File: src/rtl/mux_sel_pkg.sv
// mux_sel_pkg: shared defaults, operand beat type and the truncating shift-add
package mux_sel_pkg;
  localparam int WIDTH_D = 8;
  localparam int CNT_W_D = 16;
  localparam int MAX_W = 64;
  typedef struct packed {
    logic [WIDTH_D-1:0] a;
    logic [WIDTH_D-1:0] b;
    logic sel;
  } beat_t;
  // Evaluated at full width; callers truncate to their own WIDTH for modulo 2^WIDTH.
  function automatic logic [MAX_W-1:0] calc_x(input logic [MAX_W-1:0] b);
    return (b << 2) + MAX_W'(1);
  endfunction
endpackage

File: src/rtl/mux_sel_pipe_if.sv
// mux_sel_pipe_if: operand/result handshake bundle for mux_sel_pipe
interface mux_sel_pipe_if #(parameter int WIDTH = 8, parameter int CNT_W = 16);
  logic in_valid;
  logic in_ready;
  logic [WIDTH-1:0] in_a;
  logic [WIDTH-1:0] in_b;
  logic in_sel;
  logic out_valid;
  logic out_ready;
  logic [WIDTH-1:0] out_y;
  logic [CNT_W-1:0] sel_cnt;
  modport master (output in_valid, in_a, in_b, in_sel, out_ready,
                  input in_ready, out_valid, out_y, sel_cnt);
  modport slave (input in_valid, in_a, in_b, in_sel, out_ready,
                 output in_ready, out_valid, out_y, sel_cnt);
endinterface

File: src/rtl/sel_skid_buf.sv
// sel_skid_buf: WIDTH-bit valid/ready register slice with a 1-entry skid
module sel_skid_buf #(parameter int WIDTH = 8) (
  input  logic clk,
  input  logic rst,
  input  logic i_valid,
  output logic o_ready,
  input  logic [WIDTH-1:0] i_data,
  output logic o_valid,
  input  logic i_ready,
  output logic [WIDTH-1:0] o_data
);
  logic r_valid, r_skid_valid;
  logic [WIDTH-1:0] r_data, r_skid;
  logic w_acc, w_cons;
  assign o_ready = !r_skid_valid && !rst;
  assign w_acc = i_valid && o_ready;
  assign w_cons = r_valid && i_ready;
  assign o_valid = r_valid;
  assign o_data = r_data;
  // Skid only fills while main is stalled, so main is always full when skid is.
  always_ff @(posedge clk) begin
    if (rst) begin
      r_valid <= 1'b0;
      r_data <= '0;
      r_skid_valid <= 1'b0;
      r_skid <= '0;
    end else if (!r_valid || w_cons) begin
      if (r_skid_valid) begin
        r_valid <= 1'b1;
        r_data <= r_skid;
        r_skid_valid <= 1'b0;
      end else begin
        r_valid <= w_acc;
        if (w_acc) r_data <= i_data;
      end
    end else if (w_acc) begin
      r_skid_valid <= 1'b1;
      r_skid <= i_data;
    end
  end
endmodule

File: src/rtl/mux_sel_pipe.sv
// mux_sel_pipe: registered y = sel ? ((b<<2)+1) : a with skid handshake.
// Optional SEL_STAT_EN adds a saturating count of accepted sel=1 beats.
module mux_sel_pipe
  import mux_sel_pkg::*;
#(
  parameter int WIDTH = WIDTH_D,
  parameter int CNT_W = CNT_W_D
) (
  input logic clk,
  input logic rst,
  mux_sel_pipe_if.slave bus
);
  logic [WIDTH-1:0] w_x, w_y;
  assign w_x = WIDTH'(calc_x(MAX_W'(bus.in_b)));
  assign w_y = bus.in_sel ? w_x : bus.in_a;
  sel_skid_buf #(.WIDTH(WIDTH)) u_skid (
    .clk(clk),
    .rst(rst),
    .i_valid(bus.in_valid),
    .o_ready(bus.in_ready),
    .i_data(w_y),
    .o_valid(bus.out_valid),
    .i_ready(bus.out_ready),
    .o_data(bus.out_y)
  );
`ifdef SEL_STAT_EN
  logic w_acc;
  logic [CNT_W-1:0] r_sel_cnt;
  assign w_acc = bus.in_valid && bus.in_ready;
  always_ff @(posedge clk) begin
    if (rst) r_sel_cnt <= '0;
    else if (w_acc && bus.in_sel && r_sel_cnt != '1) r_sel_cnt <= r_sel_cnt + CNT_W'(1);
  end
  assign bus.sel_cnt = r_sel_cnt;
`else
  assign bus.sel_cnt = '0;
`endif
endmodule
File: src/flat_wrapper.sv
// flat-port wrapper written by rule: the top's interface ports become plain ports
module mux_sel_pipe_flat import mux_sel_pkg::*;
#(
  parameter int WIDTH = WIDTH_D,
  parameter int CNT_W = CNT_W_D
)
  (clk, rst, bus_in_valid, bus_in_a, bus_in_b, bus_in_sel, bus_out_ready, bus_in_ready, bus_out_valid, bus_out_y, bus_sel_cnt);
  mux_sel_pipe_if #(.WIDTH(WIDTH), .CNT_W(CNT_W)) bus_i ();
  input logic clk;
  input logic rst;
  input wire logic [$bits(bus_i.in_valid)-1:0] bus_in_valid;
  input wire logic [$bits(bus_i.in_a)-1:0] bus_in_a;
  input wire logic [$bits(bus_i.in_b)-1:0] bus_in_b;
  input wire logic [$bits(bus_i.in_sel)-1:0] bus_in_sel;
  input wire logic [$bits(bus_i.out_ready)-1:0] bus_out_ready;
  output wire logic [$bits(bus_i.in_ready)-1:0] bus_in_ready;
  output wire logic [$bits(bus_i.out_valid)-1:0] bus_out_valid;
  output wire logic [$bits(bus_i.out_y)-1:0] bus_out_y;
  output wire logic [$bits(bus_i.sel_cnt)-1:0] bus_sel_cnt;
  assign bus_i.in_valid = bus_in_valid;
  assign bus_i.in_a = bus_in_a;
  assign bus_i.in_b = bus_in_b;
  assign bus_i.in_sel = bus_in_sel;
  assign bus_i.out_ready = bus_out_ready;
  assign bus_in_ready = bus_i.in_ready;
  assign bus_out_valid = bus_i.out_valid;
  assign bus_out_y = bus_i.out_y;
  assign bus_sel_cnt = bus_i.sel_cnt;
  mux_sel_pipe #(.WIDTH(WIDTH), .CNT_W(CNT_W)) u_core (.clk(clk), .rst(rst), .bus(bus_i));
endmodule
File: config.mk
export PLATFORM = sky130hd
export DESIGN_NAME = mux_sel_pipe_flat
export DESIGN_NICKNAME = d
export VERILOG_FILES = /design/src/rtl/mux_sel_pkg.sv /design/src/rtl/mux_sel_pipe_if.sv /design/src/rtl/sel_skid_buf.sv /design/src/rtl/mux_sel_pipe.sv /design/src/flat_wrapper.sv
export SDC_FILE = /design/constraint.sdc
export NUM_CORES = 1
export LEC_CHECK = 0
export CORE_UTILIZATION = 40
export DETAILED_ROUTE_END_ITERATION = 6
export GPL_TIMING_DRIVEN = 0
export PLACE_DENSITY_LB_ADDON = 0.25
export SYNTH_ARGS = -nofsm -noshare
export SYNTH_HDL_FRONTEND = slang
export SYNTH_SLANG_ARGS = --single-unit
File: constraint.sdc
create_clock -name clk -period 1.7 [get_ports clk]
set_input_delay 0.17 -clock clk [delete_from_list [all_inputs] [get_ports clk]]
set_output_delay 0.17 -clock clk [all_outputs]
set_load 0.01 [all_outputs]
# Yosys cells after proc, flatten, opt, wreduce, memory -nomap -nowiden
# Cells that the tools add are included.
dict set report op_classes {
  n_bitwise 1
  n_reduce_logical 11
  add_sub_neg 1
  n_mux 4
}
# op n
set ops {}
lappend ops {{$mux W8} 3}
lappend ops {{$add A8 B1 Y8 const B} 1}
lappend ops {{$reduce_and A2 Y1} 2}
lappend ops {{$logic_and A1 B1 Y1} 3}
lappend ops {{$logic_not A1 Y1} 3}
lappend ops {{$reduce_bool A2 Y1} 1}
lappend ops {{$reduce_or A2 Y1} 1}
lappend ops {{$logic_or A1 B1 Y1} 1}
lappend ops {{$mux W1} 1}
lappend ops {{$not A1 Y1} 1}
dict set report word_totals {
  regBits 18
  inputBits 21
  wordCells 21
  out_inout_bits 26
}

# Depth between registers and ports, before layout
# Gate-level depths: netlist of run 1.
dict set report logic_depth {
  ltp_word 5
  ltp_mapped 5
  depth_no_buf 4
}

# Cells and area by module
# Synthesis of run 1 repeated with hierarchy kept, for this count alone.
dict set report hier_totals {
  cells_unflattened 115
  area_unflattened_um2 1127.3
}
# module instances area_each_um2 seq_area_each_um2 cells_per_inst
set by_module_without_submodules {}
lappend by_module_without_submodules {sel_skid_buf 1 887.1 360.3 89}
lappend by_module_without_submodules {mux_sel_pipe 1 240.2 0.0 26}

# Least setup slack after synthesis of run 1
# OpenSTA, ideal clock, no wires.
dict set report synth_timing {
  path_type {flip-flop to flip-flop}
  startpoint {reg u_core.u_skid.r_valid (netlist: u_core.u_skid.o_valid)}
  endpoint {reg u_core.u_skid.r_skid[1]}
  n_path_buf 0
  synth_period_minus_slack_ps 1286
  path_stages_with_launch 5
  setup_ps 70
  arrival_ps 1216
  required_time_ps 1630
  path_slack_ps 414
  path_cell_list {dfxtp_1 and2b_2 nand3_4 or3b_1 a21oi_1}
}
dict set report synth_between {
  elab_chain_cells 4
  word_cells_on_any_way 5
  cone_classes {bitwise: 1; reduce/logical: 4}
}
# item line_no
set synth_rtl {}
lappend synth_rtl {{start: declaration} sel_skid_buf.sv:12} ;# logic r_valid, r_skid_valid;
lappend synth_rtl {{start signal: assignment} sel_skid_buf.sv:33} ;# r_valid <= w_acc;
lappend synth_rtl {{$logic_not A1 Y1 or $logic_and A1 B1 Y1 (tied branches)} {sel_skid_buf.sv:27, sel_skid_buf.sv:17}}
lappend synth_rtl {{$logic_or A1 B1 Y1 *} sel_skid_buf.sv:27} ;# end else if (!r_valid || w_cons) begin
lappend synth_rtl {{$not A1 Y1 (no line) *} n/a}
lappend synth_rtl {{$reduce_and A2 Y1 (no line) *} n/a}
lappend synth_rtl {{end signal: assignment} sel_skid_buf.sv:38} ;# r_skid <= i_data;
lappend synth_rtl {{end: declaration} sel_skid_buf.sv:13} ;# logic [WIDTH-1:0] r_data, r_skid;
# Every way passes the cells marked *; elsewhere a longest branch is shown, timed or not.
# A chain may end at the register's enable or synchronous reset.

# Worst setup path in the final report of run 1
dict set report layout_timing {
  startpoint {reg u_core.u_skid.r_skid_valid}
  endpoint {out bus_in_ready}
}
dict set report layout_between {
  elab_chain_cells 2
}
# item line_no
set layout_rtl {}
lappend layout_rtl {{start: declaration} sel_skid_buf.sv:12}
lappend layout_rtl {{start signal: assignment} sel_skid_buf.sv:25} ;# r_skid_valid <= 1'b0;
lappend layout_rtl {{start signal: assignment} sel_skid_buf.sv:31} ;# r_skid_valid <= 1'b0;
lappend layout_rtl {{start signal: assignment} sel_skid_buf.sv:37} ;# r_skid_valid <= 1'b1;
lappend layout_rtl {{$logic_not A1 Y1} sel_skid_buf.sv:15} ;# assign o_ready = !r_skid_valid && !rst;
lappend layout_rtl {{$logic_and A1 B1 Y1} sel_skid_buf.sv:15}
lappend layout_rtl {{end: declaration} flat_wrapper.sv:16} ;# output wire logic [$bits(bus_i.in_ready)-1:0] bus_in_ready;
# No other way between the ends.

==> results of run 1 <==
==> how the worst min path moves through the flow <==
stage	startpoint	endpoint	cells past startpoint
2_1_floorplan	bus_in_valid	u_core.u_skid.r_skid_valid$_SDFFE_PP0P_	2
3_3_place_gp	u_core.u_skid.r_skid[1]$_SDFFE_PP0P_	u_core.u_skid.r_skid[1]$_SDFFE_PP0P_	2
3_5_place_dp	u_core.u_skid.r_skid[0]$_SDFFE_PP0P_	u_core.u_skid.r_skid[0]$_SDFFE_PP0P_	2
4_1_cts	bus_in_sel	u_core.u_skid.r_skid[1]$_SDFFE_PP0P_	3
5_1_grt	bus_in_sel	u_core.u_skid.r_skid[1]$_SDFFE_PP0P_	3
6_report	bus_in_sel	u_core.u_skid.r_skid[1]$_SDFFE_PP0P_	3
==> cells in the final DEF, fill, tap and decap left out, types with 3 or more instances in the layout <==
cell | synthesis | routed
nand2_1 | 3 | 3
buf_4 | 16 | 16
clkbuf_4 | 0 | 3
clkdlybuf4s50_1 | 0 | 27
nor2_1 | 16 | 16
mux2_2 | 12 | 12
conb_1 | 1 | 16
dfxtp_1 | 18 | 18
a21oi_1 | 4 | 4
mux2i_1 | 13 | 13
==> registers in the layout, indices dropped and copies added (netlist names) <==
register,count
u_core.u_skid.o_data,8
u_core.u_skid.r_skid_valid,1
u_core.u_skid.o_valid,1
u_core.u_skid.r_skid,8
==> metal layers <==
metal,part of all wire (%),global-route usage [%]
met1,44,16.6
met2,48,27.7
met3,7.0,2.92
met4,1.4,6.76
met5,0,0
==> kinds of logic (layout without fill, tap and decap cells) <==
family,count (synthesis),count (layout)
simple gates,28,28
mux,25,25
buf+inv,20,51
flops,18,18
compound gates,7,7
other cells,1,16
==> power by group through the flow <==
stage	clock network [mW]	registers (mW)	logic, mW
2_1_floorplan	0	0.464	0.129
3_3_place_gp	0	0.458	0.217
3_5_place_dp	0	0.459	0.220
4_1_cts	0.275	0.449	0.221
5_1_grt	0.279	0.451	0.240
6_report	0.264	0.449	0.221
==> area by class of cell <==
| type | count | area share (%) |
|---|---|---|
| tap | 28 | 2.54 |
| multi-input combinational | 76 | 38.8 |
| clock buffer | 4 | 2.63 |
| timing repair buffer | 27 | 19.6 |
| buffer | 19 | 10.1 |
| inverter | 1 | 0.272 |
| sequential | 18 | 26.1 |
==> worst reg2reg max path, delay by kind of cell (launching register included) <==
| kind | cells | cell delay, ps |
|---|---|---|
| AOI/OAI and AO/OA | 1 | 390 |
| and+or+nand+nor | 1 | 50 |
| DFF | 1 | 510 |
| muxes | 1 | 240 |
| buffers and inverters | 1 | 180 |
==> impl_metrics.json, run 1 <==
{
  "syn-instance-count": 99,
  "yosys-top-cells-area": "dfxtp_1 (37%), mux2_2 (14%), mux2i_1 (13%)",
  "wirelength_um": 1850,
  "fillers": 215,
  "yosys-top-cells-count": "dfxtp_1 (18), buf_4 (16), nor2_1 (16)",
  "cp_cell_sequence": "nor2_4 > clkdlybuf4s50_1",
  "grt_max_degree": 11,
  "cts_tree": "built",
  "status": "complete, no violations",
  "crit_cells": 2,
  "power_frac_comb_pct": 23.7,
  "clockPowerShare_pct": 28.3,
  "core-area_um2": 2250,
  "avgRoutedWirePerCell_um": 10.7,
  "overflow": 0,
  "synth_seq_cells": 18,
  "fin_util_pct": 61.3,
  "critical_path.max_stage_delay_ps": 550,
  "drive_above_1_share_pct": 28.3,
  "r2r-start": "u_core.u_skid.r_skid_valid$_SDFFE_PP0P_",
  "synthSimpleGateAreaFrac_pct": 15.9,
  "slowest_stage": "clkdlybuf4s50_1",
  "fin_setup_tns_ps": 0,
  "multi_input_area_um2": 536,
  "seq_power_share_pct": 48.1,
  "fp.dieH_um": 51.6,
  "postCtsSetupRepairBufs": 0,
  "io_pins": 47,
  "drtAntennaViolNets": 0,
  "p_int_uw": 702,
  "dpl-instance-area_um2": 1350,
  "cts_buffers": 3,
  "synth_edf_count": 0,
  "ys_types": 24,
  "finalHoldViolCount": 0,
  "dpl.hpwl_um": 1420,
  "grt_pass1_wl_um": 2970,
  "cts_sinks": 18,
  "drcViolationCount": 0,
  "h-tree-depth": 1,
  "via_per_inst": 4.39,
  "nets": 167,
  "synth_top_family_by_area": "multiplexers",
  "synth_flop_cell": "dfxtp_1",
  "rsz0062_at_grt": "no",
  "p_leak_nw": 0.619,
  "yosysTopAreaCell": "dfxtp_1",
  "power.density_nw_per_um2": 676,
  "synth_compound_area_share_pct": 5.47,
  "reg2regPathDepth": 4,
  "antenna_found_initial": 0,
  "clk_latency_ps": 300,
  "fin_worst_skew_ps": 3.85,
  "worstPathMaxFanout": 7,
  "ys_seq_area_share_pct": 36.6,
  "start_util_pct": 43.6,
  "clk_root_buffer_cell": "clkbuf_4",
  "cp-end-kind": "output port",
  "cp_top_family": "buffers and inverters",
  "grt_usage_pct": 15.1,
  "fin_cells": 173,
  "cts-resized-gates": 0,
  "p_switching_uw": 232,
  "rows": 17,
  "gp_congestion": 0.672,
  "finalCritPeriodShare_pct": 93.4,
  "hold_buffers": 0,
  "rrSetupSlack_ps": 220,
  "synthAdderAreaFrac_pct": 0,
  "synthMuxAreaShare_pct": 27.0,
  "dieArea_um2": 2660,
  "synth.most_common_cell": "dfxtp_1",
  "total_power_uw": 934,
  "finalInstanceArea_um2": 1380,
  "swShare_pct": 24.9,
  "synth_async_sr_flop_share_pct": 0,
  "synth_top_area_share_pct": 36.6,
  "path_class": "register to output port",
  "cp-start-kind": "register",
  "slew_viol_final": 0,
  "clockBufferDepth": 2,
  "yosys_warnings": 0,
  "crit_required_ps": 1530,
  "port_buffers": 27,
  "vias": 759,
  "finalWorstSetupSlack_ps": 112,
  "place_inst": 169,
  "diodes": 0,
  "peakVddDrop_v": 0.000469,
  "syn_avg_cell_area_um2": 9.93,
  "cap_violations": 0,
  "drtIter0Drc": 2,
  "dpl_worst_slack_ps": -70.7,
  "clk_pin_slew_worst_paths_ps": 100,
  "setup_violations": 0,
  "syn_to_final_growth_pct": 40.5,
  "max_freq_ghz": 0.630,
  "r2r_end": "u_core.u_skid.o_data[0]$_SDFFE_PP0P_",
  "grt_pass1_vias": 720,
  "regArea_um2": 360,
  "synth_xor_area_share_pct": 0,
  "critPathLaunch": "u_core.u_skid.r_skid_valid$_SDFFE_PP0P_",
  "whs_ps": 324,
  "holdCritPathClass": "input port to register",
  "arrival_ps": 1420,
  "cp-endpoint": "bus_in_ready",
  "cp_num_buf_inv": 1,
  "drt_first_pass_iters": 2,
  "synth_area_um2": 983,
  "die_w_um": 51.6,
  "finalCriticalPeriod_ps": 1590
}
No activity file was read; power rests on OpenSTA's default activity.
==> run 2, diff against run 1 <==
SLEW_MARGIN = 20   (was default)
clock period = 1.5 ns   (was 1.7 ns; I/O delays follow)
==> impl_metrics.json, run 2 (synthesis results as in run 1) <==
{
  "cts_buffers": 3,
  "hold_buffers": 0,
  "cp-start-kind": "input port",
  "port_buffers": 27,
  "cap_violations": 0,
  "dpl.hpwl_um": 1420,
  "dieArea_um2": 2660,
  "power.density_nw_per_um2": 768,
  "die_w_um": 51.6,
  "r2r_end": "u_core.u_skid.o_data[0]$_SDFFE_PP0P_",
  "whs_path_depth": 3,
  "crit_required_ps": 1680,
  "path_class": "input port to register",
  "finalCritPeriodShare_pct": 94.8,
  "grt_pass1_wl_um": 2970,
  "power_frac_comb_pct": 23.5,
  "syn_to_final_growth_pct": 40.5,
  "fin_worst_skew_ps": 3.05,
  "cts_sinks": 18,
  "final_cell_mix": "clkdlybuf4s50_1 (26), dfxtp_1 (17), nor2_1 (16), buf_4 (16), conb_1 (16)",
  "drtIter0Drc": 3,
  "arrival_ps": 1610,
  "finalHoldViolCount": 0,
  "finalCriticalPeriod_ps": 1420,
  "place_inst": 169,
  "status": "complete, no violations",
  "swShare_pct": 25.1,
  "overflow": 0,
  "clockPowerShare_pct": 28.5,
  "antenna_found_initial": 0,
  "fin_cells": 173,
  "clk_latency_ps": 300,
  "fillers": 213,
  "seq_power_share_pct": 48.0,
  "holdCritPathClass": "input port to register",
  "regArea_um2": 362,
  "peakVddDrop_v": 0.000541,
  "start_util_pct": 43.6,
  "fp.dieH_um": 51.6,
  "finalWorstSetupSlack_ps": 77.5,
  "setup_violations": 0,
  "slew_viol_final": 0,
  "diodes": 0,
  "gp_congestion": 0.672,
  "drtAntennaViolNets": 0,
  "p_leak_nw": 0.621,
  "avgRoutedWirePerCell_um": 10.7,
  "wirelength_um": 1860,
  "dpl_worst_slack_ps": -251,
  "core-area_um2": 2250,
  "grt_pass1_vias": 718,
  "fin_util_pct": 61.3,
  "io_pins": 47,
  "rows": 17,
  "rsz0062_at_grt": "no",
  "p_switching_uw": 266,
  "cp-end-kind": "register",
  "r2r-start": "u_core.u_skid.r_skid_valid$_SDFFE_PP0P_",
  "whs_ps": 302,
  "rrSetupSlack_ps": 130,
  "vias": 761,
  "min_to": "u_core.u_skid.r_skid[1]$_SDFFE_PP0P_",
  "multi_input_area_um2": 536,
  "postCtsSetupRepairBufs": 0,
  "total_power_mw": 1.06,
  "grt_max_degree": 11,
  "via_per_inst": 4.40,
  "drive_above_1_share_pct": 29.0,
  "h-tree-depth": 1,
  "reg2regPathDepth": 4,
  "min_from": "bus_in_sel",
  "nets": 167,
  "clk_pin_slew_worst_paths_ps": 100,
  "worstPathMaxFanout": 10,
  "cts_tree": "built",
  "clockBufferDepth": 2,
  "drt_first_pass_iters": 2,
  "final_common_cell": "clkdlybuf4s50_1",
  "p_int_uw": 794,
  "clk_root_buffer_cell": "clkbuf_4",
  "max_freq_ghz": 0.703,
  "grt_usage_pct": 15.1,
  "drcViolationCount": 0
}
run 2: cell types whose count changed in the layout (fill, tap and decap cells not counted):
cell / change
dfxtp_2: +1
dlygate4sd2_1: +1
dfxtp_1: -1
clkdlybuf4s50_1: -1
run 2: power groups by stage:
stage	logic [mW]	registers (mW)	clock network [mW]
after global routing	0.271	0.512	0.316
after CTS	0.249	0.509	0.311
final	0.249	0.509	0.303
after floorplan	0.146	0.526	0
after global placement	0.246	0.519	0
after detailed placement	0.249	0.520	0
run 2: how the worst max path moves through the flow:
stage / from / to / slack (ps)
global placement: rst / u_core.u_skid.o_data[0]$_SDFFE_PP0P_ / -210
floorplan: u_core.u_skid.o_valid$_SDFFE_PP0P_ / u_core.u_skid.r_skid[1]$_SDFFE_PP0P_ / 210
finish: rst / u_core.u_skid.o_data[0]$_SDFFE_PP0P_ / 80
global route: rst / u_core.u_skid.o_data[0]$_SDFFE_PP0P_ / 6
CTS: rst / u_core.u_skid.o_data[0]$_SDFFE_PP0P_ / 70
detailed placement: rst / u_core.u_skid.o_data[0]$_SDFFE_PP0P_ / -250
run 2: what timing repair did:
action | CTS | global route
gates resized for setup | 2 | 0
pin swaps | 0 | 1
cloned | 0 | 0
setup endpoints to repair | 1 | 3
run 2: critical path, cell delays in order:
cell             delay, ps
clkdlybuf4s50_1        480
buf_6                  180
nand2b_4               140
a21oi_4                360
mux2i_1                240
nor2_1                  50
run 2: final cells by class:
| cell class | count | share of cell area [%] |
|---|---|---|
| buffer | 19 | 10.1 |
| clock buffer | 4 | 2.63 |
| inverter | 1 | 0.272 |
| multi-input combinational | 76 | 38.8 |
| sequential | 18 | 26.2 |
| tap | 28 | 2.54 |
| timing repair buffer | 27 | 19.5 |
run 2: per-layer routing:
layer,up-vias,GRT usage [%],part of all wire [%],wire (µm)
met5,-,0,0,0
met4,0,6.76,1.3,25
met3,3,2.92,7.2,133
met2,31,27.5,47,881
met1,338,16.8,44,816
li1,389,-,-,-
run 2: stage by stage:
step | cell area, µm² | TNS, ps
2_1_floorplan | 1040 | 0
3_3_place_gp | 1350 | -1690
3_5_place_dp | 1350 | -1990
4_1_cts | 1380 | 0
5_1_grt | 1380 | 0
6_report | 1380 | 0
==> run 3, diff against run 2 <==
CORE_MARGIN = 2   (was default)
==> impl_metrics.json, run 3 (synthesis results as in run 1) <==
{
  "status": "complete, no violations",
  "finalInstanceArea_um2": 1380,
  "port_buffers": 27,
  "clk_latency_ps": 300,
  "clockBufferDepth": 2,
  "cp-end-kind": "register",
  "gp_congestion": 0.729,
  "finalHoldViolCount": 0,
  "peakVddDrop_v": 0.000586,
  "clockPowerShare_pct": 28.5,
  "drive_above_1_share_pct": 29.0,
  "power.density_nw_per_um2": 769,
  "postCtsSetupRepairBufs": 0,
  "cts_sinks": 18,
  "drcViolationCount": 0,
  "p_switching_uw": 268,
  "fin_worst_skew_ps": 0.949,
  "slowest_stage": "clkdlybuf4s50_1",
  "die_w_um": 53.6,
  "path_class": "input port to register",
  "seq_power_share_pct": 47.9,
  "cp-start-kind": "input port",
  "regArea_um2": 362,
  "fp.dieH_um": 53.6,
  "start_util_pct": 43.2,
  "rows": 17,
  "critPathLaunch": "rst",
  "p_leak_nw": 0.621,
  "dpl.hpwl_um": 1540,
  "whs_path_depth": 3,
  "critical_path.max_stage_delay_ps": 470,
  "dpl-instance-area_um2": 1350,
  "grt_usage_pct": 15.2,
  "grt_pass1_wl_um": 3050,
  "dieArea_um2": 2870,
  "core-area_um2": 2280,
  "r2r_end": "u_core.u_skid.o_data[7]$_SDFFE_PP0P_",
  "wirelength_um": 1910,
  "min_from": "bus_in_sel",
  "cts_buffers": 3,
  "finalCritPeriodShare_pct": 94.7,
  "nets": 167,
  "r2r-start": "u_core.u_skid.r_skid_valid$_SDFFE_PP0P_",
  "drt_first_pass_iters": 3,
  "crit_required_ps": 1680,
  "slew_viol_final": 0,
  "cts_tree": "built",
  "cp_cell_sequence": "clkdlybuf4s50_1 > buf_6 > nand2b_4 > a21oi_4 > mux2i_1 > nor2_1",
  "antenna_found_initial": 0,
  "via_per_inst": 4.40,
  "arrival_ps": 1600,
  "rrSetupSlack_ps": 120,
  "finalCriticalPeriod_ps": 1420,
  "overflow": 0,
  "final_cell_mix": "clkdlybuf4s50_1 (26), dfxtp_1 (17), nor2_1 (16), buf_4 (16), conb_1 (16)",
  "io_pins": 47,
  "drtAntennaViolNets": 0,
  "fin_util_pct": 60.7,
  "vias": 761,
  "swShare_pct": 25.2,
  "p_int_uw": 794,
  "min_to": "u_core.u_skid.r_skid[1]$_SDFFE_PP0P_",
  "holdCritPathClass": "input port to register",
  "drtIter0Drc": 6,
  "setup_violations": 0,
  "multi_input_area_um2": 536,
  "avgRoutedWirePerCell_um": 11.1,
  "h-tree-depth": 1,
  "clk_pin_slew_worst_paths_ps": 100,
  "max_freq_ghz": 0.704,
  "worstPathMaxFanout": 10,
  "diodes": 0,
  "cap_violations": 0,
  "grt_max_degree": 11,
  "rsz0062_at_grt": "no",
  "clk_root_buffer_cell": "clkbuf_4",
  "grt_pass1_vias": 739,
  "syn_to_final_growth_pct": 40.5,
  "power_frac_comb_pct": 23.6,
  "fillers": 210,
  "reg2regPathDepth": 4,
  "final_common_cell": "clkdlybuf4s50_1"
}
==> run 3: worst max-delay path: cells and delay by family <==
kind / cells / cell delay (ps)
and+or+nand+nor: 2 / 200
muxes: 1 / 240
AOI/OAI and AO/OA: 1 / 360
buffers and inverters: 2 / 650
==> run 3: how the worst max path moves through the flow <==
stage / slack [ps] / end / cells past startpoint
floorplan: 210 / u_core.u_skid.r_skid[1]$_SDFFE_PP0P_ / 4
global placement: -220 / u_core.u_skid.o_data[2]$_SDFFE_PP0P_ / 6
detailed placement: -280 / u_core.u_skid.o_data[7]$_SDFFE_PP0P_ / 6
CTS: 40 / u_core.u_skid.o_data[7]$_SDFFE_PP0P_ / 6
global route: 6 / u_core.u_skid.o_data[7]$_SDFFE_PP0P_ / 6
finish: 80 / u_core.u_skid.o_data[7]$_SDFFE_PP0P_ / 6
==> run 3: metal layers <==
metal	vias to the layer above	GRT usage (%)	share of wire (%)
met5	-	0	0
met4	0	7.69	1.8
met3	4	3.33	4.8
met2	29	29.0	54
met1	336	15.3	39
li1	392	-	-
==> run 3: cell type report <==
cell class,count,share of cell area (%)
buffer,19,10.1
clock buffer,4,2.63
inverter,1,0.272
multi-input combinational,76,38.8
sequential,18,26.2
tap,28,2.54
timing repair buffer,27,19.5
==> run 3: repair_timing <==
item / CTS / global route
setup endpoints to repair: 1 / 3
hold buffers: 0 / 0
gates resized for setup: 2 / 0
pin swaps: 0 / 1
==> run 3: metrics by stage <==
stage | hold WS [ps] | instances | setup slack, ps | total power, mW | setup TNS [ps]
5_1_grt | 308 | 173 | 6.08 | 1.11 | 0
2_1_floorplan | 325 | 114 | 214 | 0.672 | 0
3_3_place_gp | 441 | 169 | -220 | 0.765 | -1750
4_1_cts | 297 | 173 | 41.9 | 1.07 | 0
3_5_place_dp | 454 | 169 | -280 | 0.772 | -2150
6_report | 293 | 173 | 79.5 | 1.06 | 0
==> run 3: power groups by stage <==
stage / sequential (mW) / combinational (mW) / clock, mW
finish: 0.509 / 0.251 / 0.303
floorplan: 0.526 / 0.146 / 0
global route: 0.511 / 0.274 / 0.325
global placement: 0.519 / 0.246 / 0
CTS: 0.509 / 0.252 / 0.305
detailed placement: 0.520 / 0.252 / 0
